File: src/rtl/mmio_input_ctrl.sv
// ============================================================================
// mmio_input_ctrl : debounced KEY/SW input device with registered MMIO reads
// Rev 1.0
// ============================================================================
`default_nettype none

module mmio_debounce #(
  parameter int W               = 4,
  parameter int DEBOUNCE_CYCLES = 50000
) (
  input  logic         clk,
  input  logic         reset,
  input  logic [W-1:0] raw_i,
  output logic [W-1:0] deb_o,
  output logic         upd_o
);

  localparam int            CW      = $clog2(DEBOUNCE_CYCLES + 1);
  localparam logic [CW-1:0] CNT_MAX = CW'(DEBOUNCE_CYCLES - 1);

  logic [W-1:0]  s1_q, s2_q;
  logic [W-1:0]  deb_q, deb_d;
  logic [CW-1:0] cnt_q, cnt_d;

  always_ff @(posedge clk or posedge reset) begin
    if (reset) begin
      s1_q  <= '0;
      s2_q  <= '0;
      deb_q <= '0;
      cnt_q <= '0;
    end else begin
      s1_q  <= raw_i;
      s2_q  <= s1_q;
      deb_q <= deb_d;
      cnt_q <= cnt_d;
    end
  end

  // s1_q is the synchronised value one edge ahead of s2_q, so a change is
  // seen as soon as it reaches the second stage and the count restarts there.
  always_comb begin
    cnt_d = cnt_q;
    deb_d = deb_q;
    if (s2_q == deb_q) begin
      cnt_d = '0;
    end else if (s1_q != s2_q) begin
      cnt_d = '0;
    end else if (cnt_q == CNT_MAX) begin
      deb_d = s2_q;
      cnt_d = '0;
    end else begin
      cnt_d = cnt_q + CW'(1);
    end
  end

  assign deb_o = deb_q;
  assign upd_o = (deb_d != deb_q);

endmodule

module mmio_input_ctrl #(
  parameter int               DBITS           = 32,
  parameter logic [DBITS-1:0] ADDR_KEY        = 32'hF0000010,
  parameter logic [DBITS-1:0] ADDR_SW         = 32'hF0000014,
  parameter logic [DBITS-1:0] ADDR_KCTRL      = 32'hF0000110,
  parameter logic [DBITS-1:0] ADDR_SCTRL      = 32'hF0000114,
  parameter int               DEBOUNCE_CYCLES = 50000
) (
  input  logic             clk,
  input  logic             reset,
  input  logic [3:0]       KEY,
  input  logic [9:0]       SW,
  input  logic [DBITS-1:0] addr,
  input  logic             rd_en,
  input  logic             wr_en,
  input  logic [DBITS-1:0] wr_data,
  output logic [DBITS-1:0] rdata,
  output logic             hit,
  output logic             intr
);

  logic [3:0] kdata;
  logic [9:0] sdata;
  logic       kupd, supd;

  // Buttons are active-low on the board; invert so 1 means pressed.
  mmio_debounce #(.W(4), .DEBOUNCE_CYCLES(DEBOUNCE_CYCLES)) u_key_db (
    .clk   (clk),
    .reset (reset),
    .raw_i (~KEY),
    .deb_o (kdata),
    .upd_o (kupd)
  );

  mmio_debounce #(.W(10), .DEBOUNCE_CYCLES(DEBOUNCE_CYCLES)) u_sw_db (
    .clk   (clk),
    .reset (reset),
    .raw_i (SW),
    .deb_o (sdata),
    .upd_o (supd)
  );

  logic krdy_q, krdy_d, kovr_q, kovr_d, kie_q, kie_d;
  logic srdy_q, srdy_d, sovr_q, sovr_d, sie_q, sie_d;
  logic [DBITS-1:0] rdata_q, rdata_d;
  logic             hit_q, hit_d;
  logic             intr_q, intr_d;

  logic sel_key, sel_sw, sel_kctrl, sel_sctrl;
  logic key_rd, sw_rd, kctrl_wr, sctrl_wr;
  logic [DBITS-1:0] kctrl_val, sctrl_val;
  logic unused_wr_bits;

  assign sel_key   = (addr == ADDR_KEY);
  assign sel_sw    = (addr == ADDR_SW);
  assign sel_kctrl = (addr == ADDR_KCTRL);
  assign sel_sctrl = (addr == ADDR_SCTRL);

  assign key_rd   = rd_en & sel_key;
  assign sw_rd    = rd_en & sel_sw;
  assign kctrl_wr = wr_en & sel_kctrl;
  assign sctrl_wr = wr_en & sel_sctrl;

  assign unused_wr_bits = ^{wr_data[DBITS-1:9], wr_data[7:3], wr_data[1:0]};

  always_comb begin
    kctrl_val    = '0;
    kctrl_val[0] = krdy_q;
    kctrl_val[2] = kovr_q;
    kctrl_val[8] = kie_q;
    sctrl_val    = '0;
    sctrl_val[0] = srdy_q;
    sctrl_val[2] = sovr_q;
    sctrl_val[8] = sie_q;
  end

  // An update arriving while Ready is still set flags overrun; that set
  // outranks a same-edge clear-by-write.
  always_comb begin
    krdy_d = kupd | (krdy_q & ~key_rd);
    kovr_d = kovr_q;
    if (kupd & krdy_q & ~key_rd)     kovr_d = 1'b1;
    else if (kctrl_wr & ~wr_data[2]) kovr_d = 1'b0;
    kie_d  = kctrl_wr ? wr_data[8] : kie_q;

    srdy_d = supd | (srdy_q & ~sw_rd);
    sovr_d = sovr_q;
    if (supd & srdy_q & ~sw_rd)      sovr_d = 1'b1;
    else if (sctrl_wr & ~wr_data[2]) sovr_d = 1'b0;
    sie_d  = sctrl_wr ? wr_data[8] : sie_q;

    intr_d = (kie_d & krdy_d) | (sie_d & srdy_d);
  end

  always_comb begin
    rdata_d = '0;
    hit_d   = 1'b0;
    if (rd_en) begin
      if (sel_key) begin
        rdata_d = {{(DBITS-4){1'b0}}, kdata};
        hit_d   = 1'b1;
      end else if (sel_sw) begin
        rdata_d = {{(DBITS-10){1'b0}}, sdata};
        hit_d   = 1'b1;
      end else if (sel_kctrl) begin
        rdata_d = kctrl_val;
        hit_d   = 1'b1;
      end else if (sel_sctrl) begin
        rdata_d = sctrl_val;
        hit_d   = 1'b1;
      end
    end
  end

  always_ff @(posedge clk or posedge reset) begin
    if (reset) begin
      krdy_q  <= 1'b0;
      kovr_q  <= 1'b0;
      kie_q   <= 1'b0;
      srdy_q  <= 1'b0;
      sovr_q  <= 1'b0;
      sie_q   <= 1'b0;
      rdata_q <= '0;
      hit_q   <= 1'b0;
      intr_q  <= 1'b0;
    end else begin
      krdy_q  <= krdy_d;
      kovr_q  <= kovr_d;
      kie_q   <= kie_d;
      srdy_q  <= srdy_d;
      sovr_q  <= sovr_d;
      sie_q   <= sie_d;
      rdata_q <= rdata_d;
      hit_q   <= hit_d;
      intr_q  <= intr_d;
    end
  end

  assign rdata = rdata_q;
  assign hit   = hit_q;
  assign intr  = intr_q;

endmodule

`default_nettype wire

File: config.mk
export PLATFORM = sky130hd
export DESIGN_NAME = mmio_input_ctrl
export DESIGN_NICKNAME = d
export VERILOG_FILES = /design/src/rtl/mmio_input_ctrl.sv
export SDC_FILE = /design/constraint.sdc
export NUM_CORES = 1
export LEC_CHECK = 0
export CAP_MARGIN = 20
export CORE_MARGIN = 3
export CORE_UTILIZATION = 35
export CTS_CLUSTER_DIAMETER = 80
export DETAILED_ROUTE_END_ITERATION = 10
export SYNTH_ARGS = -nofsm -noshare
export SYNTH_HDL_FRONTEND = slang
export SYNTH_SLANG_ARGS = --single-unit
File: constraint.sdc
create_clock -name clk -period 3 [get_ports clk]
set_input_delay 0.6 -clock clk [delete_from_list [all_inputs] [get_ports clk]]
set_output_delay 0.6 -clock clk [all_outputs]
set_load 0.1 [all_outputs]
==> results of run 1 <==
## cell usage in the layout, fill, tap and decap left out, types with 2 or more instances in the layout
master / instances
sky130_fd_sc_hd__dfrtp_1: 92
sky130_fd_sc_hd__clkdlybuf4s50_1: 51
sky130_fd_sc_hd__nor2_1: 42
sky130_fd_sc_hd__xnor2_1: 33
sky130_fd_sc_hd__xor2_1: 23
sky130_fd_sc_hd__conb_1: 22
sky130_fd_sc_hd__buf_4: 19
sky130_fd_sc_hd__mux2_2: 15
sky130_fd_sc_hd__nand2_1: 14
sky130_fd_sc_hd__nand3_1: 14
sky130_fd_sc_hd__nand4_1: 13
sky130_fd_sc_hd__nor4_1: 12
sky130_fd_sc_hd__inv_1: 12
sky130_fd_sc_hd__and3_1: 11
sky130_fd_sc_hd__clkbuf_16: 9
sky130_fd_sc_hd__nor3_1: 8
sky130_fd_sc_hd__and2_1: 6
sky130_fd_sc_hd__nor4bb_1: 5
sky130_fd_sc_hd__a21oi_1: 4
sky130_fd_sc_hd__clkinvlp_4: 4
sky130_fd_sc_hd__nor4b_1: 3
sky130_fd_sc_hd__mux2i_1: 3
sky130_fd_sc_hd__clkinv_2: 3
sky130_fd_sc_hd__and4_1: 2
sky130_fd_sc_hd__nor2b_1: 2
sky130_fd_sc_hd__or4_4: 2
sky130_fd_sc_hd__nand2b_1: 2
sky130_fd_sc_hd__a22oi_1: 2
sky130_fd_sc_hd__or3_1: 2
sky130_fd_sc_hd__o221a_1: 2
sky130_fd_sc_hd__o21ai_0: 2
sky130_fd_sc_hd__o31ai_1: 2
sky130_fd_sc_hd__ha_1: 2
## final timing paths
path                                                   end  cells after the start  slack, ns                       start
worst min-delay path             u_sw_db.s2_q[7]$_DFF_PP0_                      0       0.39   u_sw_db.s1_q[7]$_DFF_PP0_
max in group asynchronous        u_sw_db.s1_q[9]$_DFF_PP0_                      3       1.85                       reset
worst max-delay path                        intr$_DFF_PP0_                      6       0.18                     addr[1]
worst min register to register   u_sw_db.s2_q[7]$_DFF_PP0_                      0       0.39   u_sw_db.s1_q[7]$_DFF_PP0_
min in group asynchronous               rdata[5]$_DFF_PP0_                      2       0.55                       reset
worst max register to register  u_sw_db.deb_o[3]$_DFF_PP0_                      6       0.49  u_sw_db.cnt_q[0]$_DFF_PP0_
## registers in the layout (all words and copies together), names as in the netlist
| signal | count |
|---|---|
| u_key_db.cnt_q | 16 |
| u_sw_db.cnt_q | 16 |
| rdata | 10 |
| u_sw_db.deb_o | 10 |
| u_sw_db.s1_q | 10 |
| u_sw_db.s2_q | 10 |
| u_key_db.deb_o | 4 |
| u_key_db.s1_q | 4 |
| u_key_db.s2_q | 4 |
| hit | 1 |
| intr | 1 |
| kie_q | 1 |
| kovr_q | 1 |
| krdy_q | 1 |
| sie_q | 1 |
| sovr_q | 1 |
| srdy_q | 1 |
## layer usage
layer	routed length, um	up-vias	GRT usage
met1	3648	1334	0.1632
met2	3800	47	0.2029
met4	93	0	0.04276
met5	0	-	0
met3	316	7	0.03700
li1	-	1359	-
## report_power, final
part	total, uW	switching, uW	internal [uW]	leakage (uW)
sequential	1280	18.2	1260	0.00122
clock	1030	451	580	0.000127
combinational	264	178	86.0	0.000932
## logic make-up after synthesis
group	after synthesis	share of synthesized area
flip-flops	92	0.5571
other	1	0.0009074
buffers and inverters	40	0.05661
AND/OR/NAND/NOR	141	0.1838
multiplexers	18	0.04814
AO/OA/AOI/OAI	15	0.02876
adder cells (fa/ha/maj)	2	0.006054
XOR/XNOR	56	0.1187
## cell type report
cell class | instances | area (um2)
Clock buffer | 10 | 239.0
Clock inverter | 6 | 40.04
Fill cell | 1069 | 6309
Inverter | 13 | 50.05
Multi-Input combinational cell | 254 | 1675
Sequential cell | 92 | 2302
Tap cell | 143 | 178.9
Timing Repair Buffer | 71 | 673.1
## worst reg2reg max path, delay by kind of cell, from the launching register on
kind / cells / cell delay (ns)
DFF: 1 / 0.39
and+or+nand+nor: 4 / 1.41
adders and majority gates: 1 / 0.19
muxes: 1 / 0.39
## metrics by stage
step / setup TNS, ns / total power (uW) / utilization
finish: 0 / 2574 / 0.4499
detailed placement: -0.2845 / 1569 / 0.4255
CTS: 0 / 2621 / 0.4499
floorplan: 0 / 1499 / -
global placement: -0.2488 / 1567 / 0.4255
global route: 0 / 2681 / 0.4499
==> run_summary.xml, run 1 <==
<?xml version="1.0" encoding="UTF-8"?>
<metrics>
  <group name="routing">
    <metric name="drt_pass1_iterations" unit="">4</metric>
    <metric name="totalWireLength" unit="um">7859</metric>
    <metric name="post_drt_wl_per_cell" unit="um">13.34</metric>
    <metric name="via_count" unit="">2747</metric>
    <metric name="route.detailed.drc" unit="">0</metric>
    <metric name="drt-vias-per-instance" unit="">4.664</metric>
    <metric name="postRouteAntennaNets" unit="">0</metric>
    <metric name="dr.first_iter.drc_count" unit="">156</metric>
  </group>
  <group name="placement">
    <metric name="pre_cts_slack" unit="ns">-0.1607</metric>
    <metric name="cell_total_after_placement" unit="">573</metric>
    <metric name="hpwlAfterDp" unit="um">5921</metric>
    <metric name="dpl-instance-area" unit="um2">4880</metric>
    <metric name="globalplace.congestion" unit="">0.7970</metric>
    <metric name="buffer_ports.inserted" unit="">63</metric>
  </group>
  <group name="clock_network">
    <metric name="cts_tree" unit="">built</metric>
    <metric name="cts_hold_buf" unit="">0</metric>
    <metric name="cts_repair_resize_count" unit="">0</metric>
    <metric name="cts_buffers" unit="">9</metric>
    <metric name="clock-root-buffer" unit="">sky130_fd_sc_hd__clkbuf_16</metric>
    <metric name="post_cts_buffers" unit="">0</metric>
    <metric name="worstSkewPairLatency" unit="ns">0.33</metric>
    <metric name="numClockSinks" unit="">92</metric>
    <metric name="clock_tree.htree_level_count" unit="">3</metric>
    <metric name="clk_path_buf_depth" unit="">2</metric>
    <metric name="worst_setup_hold_path_clk_slew" unit="ns">0.06</metric>
  </group>
  <group name="worst_setup_path">
    <metric name="critPathArrivalTime" unit="ns">3.04</metric>
    <metric name="timing.critical_path.fanout_max" unit="">5</metric>
    <metric name="cell_with_the_largest_stage_delay_on_the_worst_path" unit="">sky130_fd_sc_hd__or4_1</metric>
    <metric name="cp_num_buf_inv" unit="">1</metric>
    <metric name="worst_path_top_cell_family_by_delay" unit="">simple AND/OR/NAND/NOR gates</metric>
    <metric name="critPathKind" unit="">input pin to register</metric>
    <metric name="cp-end-kind" unit="">register</metric>
    <metric name="worst-endpoint-required" unit="ns">3.23</metric>
    <metric name="crit_chain" unit="">clkdlybuf4s50_1 &gt; or4_4 &gt; or4_1 &gt; nor4_1 &gt; mux2_2 &gt; a2bb2o_4</metric>
    <metric name="cpPeakStageDelay" unit="ns">0.57</metric>
    <metric name="start_kind" unit="">input pin</metric>
  </group>
  <group name="floorplanning">
    <metric name="die-width" unit="um">114.7</metric>
    <metric name="die_area" unit="um2">13150</metric>
    <metric name="core_rows" unit="">39</metric>
    <metric name="start_util" unit="">0.3604</metric>
    <metric name="die_height" unit="um">114.7</metric>
    <metric name="floorplan.io_pins" unit="">116</metric>
    <metric name="core" unit="um2">11470</metric>
  </group>
  <group name="sta">
    <metric name="rsz0062_at_grt" unit="">false</metric>
    <metric name="report.final.setup_viol" unit="">0</metric>
    <metric name="drv_slew" unit="">0</metric>
    <metric name="skew" unit="ns">0.006338</metric>
    <metric name="post-route-min-period" unit="ns">2.817</metric>
    <metric name="finalCritPeriodShare" unit="">0.9390</metric>
    <metric name="clock.fmax" unit="MHz">355.0</metric>
    <metric name="holdWs" unit="ns">0.3935</metric>
    <metric name="final_hold_viol_count" unit="">0</metric>
    <metric name="post-route-worst-setup-slack" unit="ns">0.1830</metric>
    <metric name="timing_worst_slew_pin_value" unit="ns">0.6125</metric>
    <metric name="max_slew_margin" unit="">0.5905</metric>
  </group>
  <group name="final_layout">
    <metric name="num-nets-final" unit="">525</metric>
    <metric name="insertedDiodeCount" unit="">0</metric>
    <metric name="final_cell_count_no_fill" unit="">589</metric>
    <metric name="post-route-cell-area" unit="um2">5159</metric>
    <metric name="area_growth_syn_to_layout" unit="%">24.83</metric>
    <metric name="share_of_post_route_cells_with_drive_strength_above_1" unit="">0.1233</metric>
  </group>
  <group name="yosys">
    <metric name="post_synth_inst_count" unit="">365</metric>
    <metric name="most_frequent_cell_after_synthesis" unit="">sky130_fd_sc_hd__dfrtp_1</metric>
    <metric name="ys_warns" unit="">0</metric>
    <metric name="postSynth.topFlopCell" unit="">sky130_fd_sc_hd__dfrtp_1</metric>
    <metric name="synth-seq-area-share" unit="">0.5571</metric>
    <metric name="ys_top_cells_by_area" unit="">sky130_fd_sc_hd__dfrtp_1 (56%), sky130_fd_sc_hd__xnor2_1 (7.0%), sky130_fd_sc_hd__xor2_1 (4.9%)</metric>
    <metric name="async_reset_ff_frac" unit="">1.000</metric>
    <metric name="synth-seq-cells" unit="">92</metric>
    <metric name="netlist_top_cells_count" unit="">sky130_fd_sc_hd__dfrtp_1 (92), sky130_fd_sc_hd__nor2_1 (42), sky130_fd_sc_hd__xnor2_1 (33)</metric>
    <metric name="library_cell_with_the_largest_summed_area_after_synthesis" unit="">sky130_fd_sc_hd__dfrtp_1</metric>
    <metric name="synth.distinct_cells" unit="">37</metric>
    <metric name="number_of_synthesized_flops_with_an_enable_pin" unit="">0</metric>
    <metric name="synthesis.area_per_instance" unit="um2">11.32</metric>
    <metric name="netlist_area" unit="um2">4133</metric>
    <metric name="synth_top_cell_area_share" unit="">0.5571</metric>
  </group>
  <group name="grt">
    <metric name="grt_overflow" unit="">0</metric>
    <metric name="grtUsageTotal" unit="">0.1264</metric>
    <metric name="grt_pass1_vias" unit="">2742</metric>
    <metric name="first_pass_grt_wire_length" unit="um">13090</metric>
    <metric name="grt_max_degree" unit="">38</metric>
    <metric name="antenna_found_initial" unit="">0</metric>
  </group>
  <group name="hold_path">
    <metric name="type_of_the_most_critical_hold_path" unit="">register to register</metric>
  </group>
  <group name="power_and_ir_drop">
    <metric name="power_density" unit="nW/um2">499.0</metric>
    <metric name="cellLeakagePower" unit="uW">0.002274</metric>
    <metric name="vdd_drop_max" unit="uV">430.0</metric>
  </group>
  <group name="run">
    <metric name="timing.max_cap.violations" unit="">0</metric>
  </group>
  <group name="outcome">
    <metric name="outcome" unit="">completed</metric>
  </group>
</metrics>
No activity file was read; power rests on OpenSTA's default activity.
==> run 2: changes to the inputs <==
--- a/config.mk
+++ b/config.mk
@@ -7,7 +7,7 @@
 export LEC_CHECK = 0
 export CAP_MARGIN = 20
 export CORE_MARGIN = 3
-export CORE_UTILIZATION = 35
+export CORE_UTILIZATION = 25
 export CTS_CLUSTER_DIAMETER = 80
 export DETAILED_ROUTE_END_ITERATION = 10
 export SYNTH_ARGS = -nofsm -noshare
==> run_summary.xml, run 2 (same netlist as run 1, synthesis figures left out) <==
<?xml version="1.0" encoding="UTF-8"?>
<metrics>
  <group name="outcome">
    <metric name="outcome" unit="">completed</metric>
  </group>
  <group name="worst_setup_path">
    <metric name="crit_path_capture" unit="">intr$_DFF_PP0_</metric>
    <metric name="cell_with_the_largest_stage_delay_on_the_worst_path" unit="">sky130_fd_sc_hd__or4_1</metric>
    <metric name="critPathArrivalTime" unit="ns">2.97</metric>
    <metric name="cp_num_buf_inv" unit="">1</metric>
    <metric name="worst-endpoint-required" unit="ns">3.23</metric>
    <metric name="cp_num_cells" unit="">6</metric>
    <metric name="critical-path-top-cell-by-count" unit="">sky130_fd_sc_hd__or4_4</metric>
    <metric name="critPathKind" unit="">input pin to register</metric>
    <metric name="start_kind" unit="">input pin</metric>
    <metric name="cp-end-kind" unit="">register</metric>
    <metric name="worst_setup_startpoint" unit="">addr[1]</metric>
    <metric name="cpPeakStageDelay" unit="ns">0.57</metric>
    <metric name="crit_chain" unit="">clkdlybuf4s50_1 &gt; or4_4 &gt; or4_1 &gt; or4_4 &gt; a21o_1 &gt; a2bb2o_4</metric>
    <metric name="worstReg2RegStart" unit="">u_sw_db.cnt_q[12]$_DFF_PP0_</metric>
    <metric name="regToRegEndpoint" unit="">u_sw_db.deb_o[4]$_DFF_PP0_</metric>
    <metric name="reg2reg_slack" unit="ns">0.60</metric>
    <metric name="timing.critical_path.fanout_max" unit="">4</metric>
    <metric name="worst_path_top_cell_family_by_delay" unit="">simple AND/OR/NAND/NOR gates</metric>
    <metric name="timing.reg2reg.worst_path_depth" unit="">5</metric>
  </group>
  <group name="final_layout">
    <metric name="nFillCells" unit="">1601</metric>
    <metric name="share_of_post_route_cells_with_drive_strength_above_1" unit="">0.1171</metric>
    <metric name="num-nets-final" unit="">523</metric>
    <metric name="area_growth_syn_to_layout" unit="%">27.46</metric>
    <metric name="insertedDiodeCount" unit="">0</metric>
    <metric name="final_cell_mix" unit="">sky130_fd_sc_hd__dfrtp_1 (92), sky130_fd_sc_hd__clkdlybuf4s50_1 (51), sky130_fd_sc_hd__nor2_1 (42)</metric>
    <metric name="multi_input_comb_area" unit="um2">1675</metric>
    <metric name="final_core_utilization" unit="">0.3280</metric>
    <metric name="layout_top_registers" unit="">u_key_db.cnt_q (16), u_sw_db.cnt_q (16)</metric>
    <metric name="mostFrequentLayoutCell" unit="">sky130_fd_sc_hd__dfrtp_1</metric>
    <metric name="seq_area" unit="um2">2302</metric>
  </group>
  <group name="floorplanning">
    <metric name="core" unit="um2">16060</metric>
    <metric name="die_height" unit="um">134.6</metric>
    <metric name="die-width" unit="um">134.6</metric>
    <metric name="die_area" unit="um2">18110</metric>
    <metric name="core_rows" unit="">46</metric>
    <metric name="start_util" unit="">0.2574</metric>
    <metric name="floorplan.io_pins" unit="">116</metric>
  </group>
  <group name="routing">
    <metric name="post_drt_wl_per_cell" unit="um">12.52</metric>
    <metric name="drt-vias-per-instance" unit="">4.170</metric>
    <metric name="route.detailed.drc" unit="">0</metric>
    <metric name="totalWireLength" unit="um">8261</metric>
    <metric name="dr.first_iter.drc_count" unit="">147</metric>
    <metric name="drt_pass1_iterations" unit="">4</metric>
    <metric name="postRouteAntennaNets" unit="">0</metric>
    <metric name="via_count" unit="">2752</metric>
  </group>
  <group name="grt">
    <metric name="grt_pass1_vias" unit="">2879</metric>
    <metric name="antenna_found_initial" unit="">0</metric>
    <metric name="grt_overflow" unit="">0</metric>
    <metric name="grt_max_degree" unit="">68</metric>
    <metric name="grtUsageTotal" unit="">0.09664</metric>
    <metric name="first_pass_grt_wire_length" unit="um">13940</metric>
  </group>
  <group name="sta">
    <metric name="post-route-min-period" unit="ns">2.743</metric>
    <metric name="report.final.setup_viol" unit="">0</metric>
    <metric name="final_hold_viol_count" unit="">0</metric>
    <metric name="skew" unit="ns">0.005145</metric>
    <metric name="finalCritPeriodShare" unit="">0.9145</metric>
    <metric name="drv_slew" unit="">0</metric>
    <metric name="rsz0062_at_grt" unit="">false</metric>
    <metric name="clock.fmax" unit="MHz">364.5</metric>
    <metric name="max_slew_margin" unit="">0.5848</metric>
    <metric name="timing_worst_slew_pin_value" unit="ns">0.6211</metric>
  </group>
  <group name="clock_network">
    <metric name="clock-root-buffer" unit="">sky130_fd_sc_hd__clkbuf_16</metric>
    <metric name="cts_repair_resize_count" unit="">0</metric>
    <metric name="cts_hold_buf" unit="">0</metric>
    <metric name="post_cts_buffers" unit="">0</metric>
    <metric name="worst_setup_hold_path_clk_slew" unit="ns">0.06</metric>
    <metric name="clk_path_buf_depth" unit="">2</metric>
    <metric name="numClockSinks" unit="">92</metric>
    <metric name="clock_tree.htree_level_count" unit="">3</metric>
    <metric name="worstSkewPairLatency" unit="ns">0.34</metric>
    <metric name="cts_tree" unit="">built</metric>
    <metric name="cts_buffers" unit="">9</metric>
  </group>
  <group name="hold_path">
    <metric name="type_of_the_most_critical_hold_path" unit="">register to register</metric>
  </group>
  <group name="power_and_ir_drop">
    <metric name="power_density" unit="nW/um2">510.7</metric>
    <metric name="finalPower" unit="uW">2690</metric>
    <metric name="cellLeakagePower" unit="uW">0.002288</metric>
    <metric name="vdd_drop_max" unit="uV">368.5</metric>
  </group>
  <group name="placement">
    <metric name="buffer_ports.inserted" unit="">63</metric>
    <metric name="globalplace.congestion" unit="">0.7492</metric>
    <metric name="hpwlAfterDp" unit="um">6376</metric>
  </group>
  <group name="run">
    <metric name="timing.max_cap.violations" unit="">0</metric>
  </group>
</metrics>
run 2: cell types whose count changed in the layout (fill, tap and decap cells not counted), sizes merged:
cell | before | now
buf | 20 | 18
bufinv | 0 | 1
clkbuf | 10 | 12
clkinv | 3 | 1
clkinvlp | 4 | 1
inv | 12 | 14
run 2: per-layer routing:
metal / wire, um / global-route usage
met2: 4309 / 0.1709
met1: 3467 / 0.1118
met5: 0 / 0
met4: 161 / 0.03167
met3: 322 / 0.02943
run 2: through the flow:
stage / setup TNS (ns) / cell area, um2 / std cells / hold WS, ns / setup slack (ns)
floorplan: 0 / 4212 / 386 / 0.3727 / 0.008038
global placement: -0.1546 / 4956 / 644 / 0.3847 / -0.08748
detailed placement: -0.2721 / 4956 / 644 / 0.3881 / -0.09030
CTS: 0 / 5268 / 660 / 0.4021 / 0.2702
global route: 0 / 5268 / 660 / 0.4167 / 0.1870
finish: 0 / 5268 / 660 / 0.3960 / 0.2566
run 2: worst min path at each step:
stage	from	endpoint	slack, ns	depth (start not counted)
CTS	u_sw_db.s1_q[7]$_DFF_PP0_	u_sw_db.s2_q[7]$_DFF_PP0_	0.40	0
detailed placement	u_sw_db.s1_q[7]$_DFF_PP0_	u_sw_db.s2_q[7]$_DFF_PP0_	0.39	0
global route	u_key_db.s1_q[1]$_DFF_PP0_	u_key_db.s2_q[1]$_DFF_PP0_	0.42	0
floorplan	u_key_db.s1_q[0]$_DFF_PP0_	u_key_db.s2_q[0]$_DFF_PP0_	0.37	0
global placement	u_sw_db.s1_q[1]$_DFF_PP0_	u_sw_db.s2_q[1]$_DFF_PP0_	0.38	0
finish	u_sw_db.s1_q[7]$_DFF_PP0_	u_sw_db.s2_q[7]$_DFF_PP0_	0.40	0
run 2: final cells by class:
| cell class | instances | area share |
|---|---|---|
| clock buffers | 12 | 0.04869 |
| inverters | 13 | 0.009501 |
| flip-flops and latches | 92 | 0.4371 |
| repair buffers | 69 | 0.1249 |
| clock inverters | 4 | 0.01045 |
| well taps | 216 | 0.05131 |
| multi-input cells | 254 | 0.3181 |
run 2: power breakdown:
part	internal (uW)	switching, uW	leakage (uW)
sequential	1260	19.0	0.00122
combinational	84.8	178	0.000922
clock	697	451	0.000150
total	2040	648	0.00229
